===== src/rtl/pwr_seq_if.sv =====
// Request/acknowledge and status bundle between the power-sequence arbiter and its domains.
interface pwr_seq_if;
    logic [3:0] off_req;
    logic [3:0] on_req;
    logic [3:0] pwr_ack;
    logic [3:0] pwr_en;
    logic [3:0] iso;
    logic [3:0] save;
    logic [3:0] restore;
    logic [3:0] dom_on;
    logic       busy;
    logic [1:0] cur_dom;
    logic       done;
    logic       err;

    modport slave (
        input  off_req, on_req, pwr_ack,
        output pwr_en, iso, save, restore, dom_on, busy, cur_dom, done, err
    );

    modport master (
        output off_req, on_req, pwr_ack,
        input  pwr_en, iso, save, restore, dom_on, busy, cur_dom, done, err
    );
endinterface


===== src/rtl/pwr_seq_arb.sv =====
// Round-robin power sequencer for four domains: save/isolate/power-down and
// power-up/settle/de-isolate/restore, one domain at a time, with ack timeout.
module pwr_seq_arb #(
    parameter int SAVE_CYC   = 2,
    parameter int SETTLE_CYC = 3,
    parameter int ACK_TO     = 15
) (
    input  logic     clk,
    input  logic     reset,
    pwr_seq_if.slave bus
);
    typedef enum logic [2:0] {
        IDLE, SAVE, ISO_ON, OFF_WAIT, ON_WAIT, SETTLE, ISO_OFF, RESTORE
    } state_t;

    // Limits compare against a counter cleared on state entry, so each is N-1.
    localparam logic [3:0] SAVE_LIM   = 4'(SAVE_CYC - 1);
    localparam logic [3:0] SETTLE_LIM = 4'(SETTLE_CYC - 1);
    localparam logic [3:0] ACK_LIM    = 4'(ACK_TO - 1);

    state_t     state;
    logic [3:0] cnt;
    logic [1:0] rr;
    logic [1:0] g;
    logic [3:0] pwr_en_q, iso_q, save_q, restore_q, dom_on_q;
    logic       busy_q, done_q, err_q;

    logic [3:0] up_elig, dn_elig, elig;
    logic       found;
    logic [1:0] pick, idx;

    // Scan from the highest offset down so the nearest index after rr wins.
    always_comb begin
        up_elig = bus.on_req & ~dom_on_q;
        dn_elig = bus.off_req & dom_on_q;
        elig    = up_elig | dn_elig;
        found   = 1'b0;
        pick    = rr;
        idx     = rr;
        for (int i = 3; i >= 0; i--) begin
            idx = rr + 2'(i);
            if (elig[idx]) begin
                found = 1'b1;
                pick  = idx;
            end
        end
    end

    always_ff @(posedge clk) begin
        if (reset) begin
            state     <= IDLE;
            cnt       <= 4'd0;
            rr        <= 2'd0;
            g         <= 2'd0;
            pwr_en_q  <= 4'hF;
            dom_on_q  <= 4'hF;
            iso_q     <= 4'h0;
            save_q    <= 4'h0;
            restore_q <= 4'h0;
            busy_q    <= 1'b0;
            done_q    <= 1'b0;
            err_q     <= 1'b0;
        end else begin
            done_q <= 1'b0;
            err_q  <= 1'b0;
            cnt    <= cnt + 4'd1;
            case (state)
                IDLE: begin
                    cnt <= 4'd0;
                    if (found) begin
                        g      <= pick;
                        rr     <= pick + 2'd1;
                        busy_q <= 1'b1;
                        if (up_elig[pick]) begin
                            pwr_en_q[pick] <= 1'b1;
                            state          <= ON_WAIT;
                        end else begin
                            save_q[pick] <= 1'b1;
                            state        <= SAVE;
                        end
                    end
                end
                SAVE: begin
                    if (cnt == SAVE_LIM) begin
                        save_q[g] <= 1'b0;
                        iso_q[g]  <= 1'b1;
                        cnt       <= 4'd0;
                        state     <= ISO_ON;
                    end
                end
                ISO_ON: begin
                    pwr_en_q[g] <= 1'b0;
                    cnt         <= 4'd0;
                    state       <= OFF_WAIT;
                end
                OFF_WAIT: begin
                    // Ack is checked before the timeout so a last-cycle ack still succeeds.
                    if (!bus.pwr_ack[g] || cnt == ACK_LIM) begin
                        dom_on_q[g] <= 1'b0;
                        done_q      <= !bus.pwr_ack[g];
                        err_q       <= bus.pwr_ack[g];
                        busy_q      <= 1'b0;
                        cnt         <= 4'd0;
                        state       <= IDLE;
                    end
                end
                ON_WAIT: begin
                    if (bus.pwr_ack[g]) begin
                        cnt   <= 4'd0;
                        state <= SETTLE;
                    end else if (cnt == ACK_LIM) begin
                        pwr_en_q[g] <= 1'b0;
                        err_q       <= 1'b1;
                        busy_q      <= 1'b0;
                        cnt         <= 4'd0;
                        state       <= IDLE;
                    end
                end
                SETTLE: begin
                    if (cnt == SETTLE_LIM) begin
                        iso_q[g] <= 1'b0;
                        cnt      <= 4'd0;
                        state    <= ISO_OFF;
                    end
                end
                ISO_OFF: begin
                    restore_q[g] <= 1'b1;
                    cnt          <= 4'd0;
                    state        <= RESTORE;
                end
                RESTORE: begin
                    if (cnt == SAVE_LIM) begin
                        restore_q[g] <= 1'b0;
                        dom_on_q[g]  <= 1'b1;
                        done_q       <= 1'b1;
                        busy_q       <= 1'b0;
                        cnt          <= 4'd0;
                        state        <= IDLE;
                    end
                end
                default: begin
                    cnt   <= 4'd0;
                    state <= IDLE;
                end
            endcase
        end
    end

    assign bus.pwr_en  = pwr_en_q;
    assign bus.iso     = iso_q;
    assign bus.save    = save_q;
    assign bus.restore = restore_q;
    assign bus.dom_on  = dom_on_q;
    assign bus.busy    = busy_q;
    assign bus.cur_dom = g;
    assign bus.done    = done_q;
    assign bus.err     = err_q;
endmodule


===== src/flat_wrapper.sv =====
// flat-port wrapper written by rule: the top's interface ports become plain ports
module pwr_seq_arb_flat 
#(
    parameter int SAVE_CYC   = 2,
    parameter int SETTLE_CYC = 3,
    parameter int ACK_TO     = 15
)
  (clk, reset, bus_off_req, bus_on_req, bus_pwr_ack, bus_pwr_en, bus_iso, bus_save, bus_restore, bus_dom_on, bus_busy, bus_cur_dom, bus_done, bus_err);
  pwr_seq_if bus_i ();
  input  logic clk;
  input  logic reset;
  input wire logic [$bits(bus_i.off_req)-1:0] bus_off_req;
  input wire logic [$bits(bus_i.on_req)-1:0] bus_on_req;
  input wire logic [$bits(bus_i.pwr_ack)-1:0] bus_pwr_ack;
  output wire logic [$bits(bus_i.pwr_en)-1:0] bus_pwr_en;
  output wire logic [$bits(bus_i.iso)-1:0] bus_iso;
  output wire logic [$bits(bus_i.save)-1:0] bus_save;
  output wire logic [$bits(bus_i.restore)-1:0] bus_restore;
  output wire logic [$bits(bus_i.dom_on)-1:0] bus_dom_on;
  output wire logic [$bits(bus_i.busy)-1:0] bus_busy;
  output wire logic [$bits(bus_i.cur_dom)-1:0] bus_cur_dom;
  output wire logic [$bits(bus_i.done)-1:0] bus_done;
  output wire logic [$bits(bus_i.err)-1:0] bus_err;
  assign bus_i.off_req = bus_off_req;
  assign bus_i.on_req = bus_on_req;
  assign bus_i.pwr_ack = bus_pwr_ack;
  assign bus_pwr_en = bus_i.pwr_en;
  assign bus_iso = bus_i.iso;
  assign bus_save = bus_i.save;
  assign bus_restore = bus_i.restore;
  assign bus_dom_on = bus_i.dom_on;
  assign bus_busy = bus_i.busy;
  assign bus_cur_dom = bus_i.cur_dom;
  assign bus_done = bus_i.done;
  assign bus_err = bus_i.err;
  pwr_seq_arb #(.SAVE_CYC(SAVE_CYC), .SETTLE_CYC(SETTLE_CYC), .ACK_TO(ACK_TO)) u_core (.clk(clk), .reset(reset), .bus(bus_i));
endmodule

===== config.mk =====
export PLATFORM = sky130hd
export DESIGN_NAME = pwr_seq_arb_flat
export DESIGN_NICKNAME = d
export VERILOG_FILES = /design/src/rtl/pwr_seq_if.sv /design/src/rtl/pwr_seq_arb.sv /design/src/flat_wrapper.sv
export SDC_FILE = /design/constraint.sdc
export NUM_CORES = 1
export LEC_CHECK = 0
export ABC_AREA = 1
export BUFFER_PORTS_ARGS = -buffer_cell sky130_fd_sc_hd__buf_4
export CORE_MARGIN = 1.5
export CORE_UTILIZATION = 25
export CTS_CLUSTER_SIZE = 28
export DETAILED_ROUTE_END_ITERATION = 10
export PLACE_DENSITY = 0.46
export SYNTH_ARGS = -nofsm -noshare
export SYNTH_HDL_FRONTEND = slang
export SYNTH_SLANG_ARGS = --single-unit

===== constraint.sdc =====
create_clock -name clk -period 2.6 [get_ports clk]
set_input_delay 0.78 -clock clk [delete_from_list [all_inputs] [get_ports clk]]
set_output_delay 0.78 -clock clk [all_outputs]
set_load 0.05 [all_outputs]

==> results of run 1 <==
[cells in the mapped netlist (4+ instances only)]
| library cell | count |
|---|---|
| a21oi_1 | 30 |
| dfxtp_1 | 34 |
| ha_1 | 10 |
| inv_1 | 41 |
| inv_2 | 8 |
| nand2_1 | 74 |
| nand2_2 | 5 |
| nand2_4 | 4 |
| nand3_1 | 49 |
| nand3_2 | 4 |
| nand4_1 | 4 |
| nor2_1 | 22 |
| o21ai_0 | 16 |
| o21ai_1 | 6 |
[cell type report]
| cell class | instances | area share |
|---|---|---|
| tap | 108 | 0.0482 |
| sequential | 34 | 0.243 |
| timing repair buffer | 44 | 0.118 |
| multi-input combinational | 247 | 0.483 |
| clock buffer | 5 | 0.0245 |
| inverter | 50 | 0.0678 |
| clock inverter | 3 | 0.0161 |
[path summary, 6_finish.rpt]
| kind | end | slack [ps] | from |
|---|---|---|---|
| worst min register to register | flop | 470 | flop |
| worst max-delay path | u_core.bus.save[1] | 410 | bus_on_req[3] |
| worst min-delay path | flop | 470 | flop |
| worst max register to register | u_core.bus.save[1] | 460 | u_core.rr[0] |
[worst max-delay path, cell delays in order]
cell and delay, ps:
buf_4 110, nand2_1 120, nand3_1 100, nand3_1 130, nand2_1 70, inv_1 70, nand2_2 60, nand2_4 80
nand2_4 60, nand2_4 80, nand2_4 60, inv_1 50, ha_1 160, nor2_1 40, o21ai_0 160, nand4_1 120
a21oi_1 170
[cells by family after synthesis]
kind of cell,after synthesis,share of synthesized area
AND/OR/NAND/NOR,173,0.373
AO/OA/AOI/OAI,60,0.157
buffers and inverters,55,0.0967
flip-flops,34,0.302
adder cells (fa/ha/maj),10,0.0556
XOR/XNOR,4,0.0156
[per-stage QoR]
| stage | total power, mW | utilization | cells |
|---|---|---|---|
| after floorplan | 2.29 | - | 336 |
| after global placement | 2.80 | 0.308 | 483 |
| after detailed placement | 2.79 | 0.308 | 483 |
| after CTS | 3.32 | 0.322 | 491 |
| after global routing | 3.61 | 0.322 | 491 |
| final | 3.29 | 0.322 | 491 |
[power groups by stage]
stage | clock (mW) | sequential (mW) | combinational [mW]
final | 0.507 | 0.745 | 2.03
after global routing | 0.546 | 0.768 | 2.29
after CTS | 0.525 | 0.747 | 2.04
after detailed placement | 0 | 0.758 | 2.03
after global placement | 0 | 0.758 | 2.04
after floorplan | 0 | 0.950 | 1.34
[routing by layer]
metal / up-vias / wire (um) / track usage
met3: 10 / 246 / 0.0279
met2: 42 / 2870 / 0.235
met1: 1042 / 3210 / 0.193
met4: 0 / 116 / 0.0593
li1: 1204 / - / -
met5: - / 0 / 0
==> results.md, run 1 <==
* N_diodes at 0
* Static leakage at 1.37 nW
* Die Ht at 97.9 um
* Ys async rst share at 0
* Worst hold-check path type: reg -> reg
* CTS H-tree lvls at 2
* Initial antenna violation count at 0
* Final Cycle Share at 0.844
* Largest net degree at the start of global routing at 16
* CP arrival at 2420 ps
* Synth Flop Type: dfxtp_1
* CP Max Fanout at 4
* Post-DR wirelength/cell at 13.1 um
* Register area share after synthesis at 0.302
* Root buf cell: clkbuf_8
* Syn Inst Count at 336
* Tot GR Track Use at 0.147
* Sw Pwr at 1.70 mW
* P&R area growth vs syn at 24.5%
* Startpoint types: primary input
* Net Count, Synth at 360
* Hold depth at 2
* CTS tree: built
* CTS max path bufs at 2
* Initial Utilization at 0.258
* Fillcell total at 947
* Worst VDD drop at 390 uV
* Element type at the critical path end: flop
* Yosys reg bits at 34
* Outcome: finished, final reports clean
* Global-route wire length before repair at 11.3 mm
* Port buffer count at 38
* Pre-CTS setup slack at 124 ps
* Worst reg2reg path depth at 15
* DRC Markers at 0
* Commonest non-fill, non-tap cells in the layout: nand2_1, nand3_1, buf_4, inv_1, dfxtp_1
* Final net count at 406
* Vias in the first global route at 2,270
* RSZ-0062 raised after global routing: false
* Comb pwr share at 0.619
* Clock period minus worst slack at 2190 ps
* Sw frac at 0.516
* Placer congestion estimate at 0.867
* Hold Slack at 466 ps
* Setup-failing EPs final at 0
* Clock group share of total power at 0.154
* Post-Route Skew at 6.05 ps
* Routed Antenna Nets at 0
* Largest area contributor in the netlist: dfxtp_1
* Internal power at 1.59 mW
* Post-synthesis area per instance at 6.70 um^2
* Cell Area, Synth at 2250 um^2
* Endpoints failing hold at 0
* Die width at 97.9 um
* Slew margin rel. at 0.646
* Worst Path Required at 2830 ps
* Yosys cell types at 33
* CTS sink cnt at 34
* Final Cell Area at 2800 um^2
* I/O pins at 39
* Area of the multi-input gates at 1350 um^2
* DR iter-0 viols at 83
* # hold bufs at CTS at 0
* DIE AREA at 9590 um^2
* Aggregate global routing overflow at 0
* Leading cell type in the layout, fill and taps excluded: nand2_1
* Post-cts repair resize count at 0
* Fmax at 0.456 GHz
* Clock insertion delay at the later pin of the skew report at 290 ps
* WL final at 6.44 mm
* Yosys synthesis warning count at 0
* Post-CTS setup buffer count at 0
* Storage cell area at 681 um^2
* DRT Pass-1 Iters at 4
* Max Cap Viol at 0
* Via count at 2,298
* Cts bufs inserted at 5
* Placed cell areas at 2690 um^2
* Kind of critical path: in -> reg
* Fin worst setup slack at 405 ps
* Clock transition at the registers of the reported paths at 80 ps
* Layout cells sized above 1 at 0.214
* Least-Margin Pin Slew at 531 ps
* Post-synth EDFFs at 0
* Cell Pwr Density at 1170 nW/um^2
* DP HPWL at 5.09 mm
* Via/cell ratio at 4.68
* Part of the power in registers at 0.227
* CORE AREA at 8720 um^2
* Synth top area share at 0.302
* Floorplan row count at 34
* Fin Setup TNS at 0 ps
* Slew Viols, Final at 0
* Ranking of synthesized cells by area: dfxtp_1, nand2_1, nand3_1, inv_1, a21oi_1
No activity file was read; power rests on OpenSTA's default activity.
==> inputs of run 2 (changes only) <==
Clock period 2.6 ns to 2.3 ns, I/O delays scaled along.
==> results.md, run 2 (synthesis results as in run 1) <==
* Outcome: finished, final reports clean
* Dpl cells at 504 (+4.3%)
* DP HPWL at 5.21 mm (+2.4%)
* Largest net degree at the start of global routing at 16 (unchanged)
* Clock period minus worst slack at 2090 ps
* Slew margin rel. at 0.645 (-0.00163)
* DR iter-0 viols at 67 (-19%)
* Kind of critical path: in -> reg
* End-of-flow core utilization at 0.336 (+0.0145)
* Fin worst setup slack at 213 ps (-192 ps)
* CTS max path bufs at 2 (unchanged)
* DIE AREA at 9590 um^2 (unchanged)
* Post-CTS setup buffer count at 0 (unchanged)
* Initial antenna violation count at 0 (unchanged)
* P&R area growth vs syn at 30.1%
* Placer congestion estimate at 0.855 (-1.4%)
* RSZ-0062 raised after global routing: false
* Placed cell areas at 2850 um^2 (+5.9%)
* Routed Antenna Nets at 0 (unchanged)
* Fillcell total at 975 (+3.0%)
* Final Cell Area at 2930 um^2 (+4.5%)
* Via count at 2,324 (+1.1%)
* Post-DR wirelength/cell at 12.7 um (-3.2%)
* CTS H-tree lvls at 2 (unchanged)
* Total Power at 3.75 mW (+14%)
* Least-Margin Pin Slew at 532 ps (+1.42 ps)
* Fmax at 0.479 GHz
* Worst VDD drop at 426 uV (+9.3%)
* I/O pins at 39 (unchanged)
* Vias in the first global route at 2,236 (-1.5%)
* Layout cells sized above 1 at 0.251 (+0.0371)
* Max Cap Viol at 0 (unchanged)
* Static leakage at 1.46 nW (+6.4%)
* N_diodes at 0 (unchanged)
* Die Ht at 97.9 um (unchanged)
* Cts bufs inserted at 5 (unchanged)
* Global-route wire length before repair at 10.8 mm (-4.4%)
* Storage cell area at 681 um^2 (unchanged)
* Clock transition at the registers of the reported paths at 70 ps (about the same)
* # hold bufs at CTS at 0 (unchanged)
* CTS tree: built
* Element type at the critical path end: flop
* Aggregate global routing overflow at 0 (unchanged)
* Startpoint types: primary input
* Hold Slack at 463 ps (-2.34 ps)
* Commonest non-fill, non-tap cells in the layout: nand2_1, buf_4, nand3_1, inv_1, dfxtp_1
* CORE AREA at 8720 um^2 (unchanged)
* Hold depth at 2 (unchanged)
* Endpoints failing hold at 0 (unchanged)
* Post-cts repair resize count at 0 (unchanged)
* Final Cycle Share at 0.907
* DRC Markers at 0 (unchanged)
* Leading cell type in the layout, fill and taps excluded: nand2_1
* Die width at 97.9 um (unchanged)
* Cell Pwr Density at 1280 nW/um^2 (+9.1%)
* CTS sink cnt at 34 (unchanged)
* Via/cell ratio at 4.56 (-2.6%)
* CP arrival at 2310 ps (-110 ps)
* Fin Setup TNS at 0 ps (unchanged)
* Post-Layout Cell Count at 510 (+3.9%)
* Floorplan row count at 34 (unchanged)
* Setup-failing EPs final at 0 (unchanged)
* WL final at 6.48 mm (+0.50%)
* Area of the multi-input gates at 1350 um^2 (unchanged)
* Initial Utilization at 0.258 (unchanged)
* Pre-CTS setup slack at -64.3 ps (-188 ps)
* Post-Route Skew at 7.42 ps (+1.37 ps)
* Clock insertion delay at the later pin of the skew report at 290 ps (about the same)
* Worst Path Required at 2530 ps (-300 ps)
* Worst hold-check path type: reg -> reg
* Tot GR Track Use at 0.140 (-0.00710)
* Final net count at 427 (+5.2%)
* Worst reg2reg path depth at 17 (+2)
* Slew Viols, Final at 0 (unchanged)
* Root buf cell: clkbuf_8
* CP Max Fanout at 4 (unchanged)
* DRT Pass-1 Iters at 4 (unchanged)
* Port buffer count at 38 (unchanged)
## run 2: where the power goes
group	switching [mW]	total, mW	internal [mW]
clock	0.213	0.444	0.231
sequential	0.119	0.832	0.713
combinational	1.58	2.47	0.892
total	1.91	3.75	1.84
## run 2: critical path, stage by stage
cell	delay, ps
buf_4	110
nand2_1	110
nand3_1	100
nand3_1	110
nand2_1	70
inv_1	70
nand2_2	60
nand2_4	90
nand2_4	60
nand2_4	80
nand2_4	70
inv_1	60
ha_1	160
nor2_1	40
o21ai_0	180
nand4_1	110
a21oi_1	160
## run 2: final timing paths
check	from	to	slack (ps)
max	bus_on_req[3]	u_core.bus.save[1]	210
min reg2reg	flop	flop	460
min	flop	flop	460
max reg2reg	u_core.rr[0]	u_core.bus.save[1]	270
## run 2: metal layers
metal / up-vias / routed length [um] / global-route usage
met4: 0 / 51 / 0.0374
li1: 1247 / - / -
met2: 40 / 2940 / 0.230
met5: - / 0 / 0
met1: 1033 / 3250 / 0.187
met3: 4 / 235 / 0.0258
## run 2: cell type report
| type | instances | share of cell area |
|---|---|---|
| flip-flops and latches | 34 | 0.232 |
| clock buffers | 6 | 0.0282 |
| inverters | 50 | 0.0649 |
| repair buffers | 65 | 0.167 |
| well taps | 108 | 0.0461 |
| multi-input cells | 247 | 0.462 |
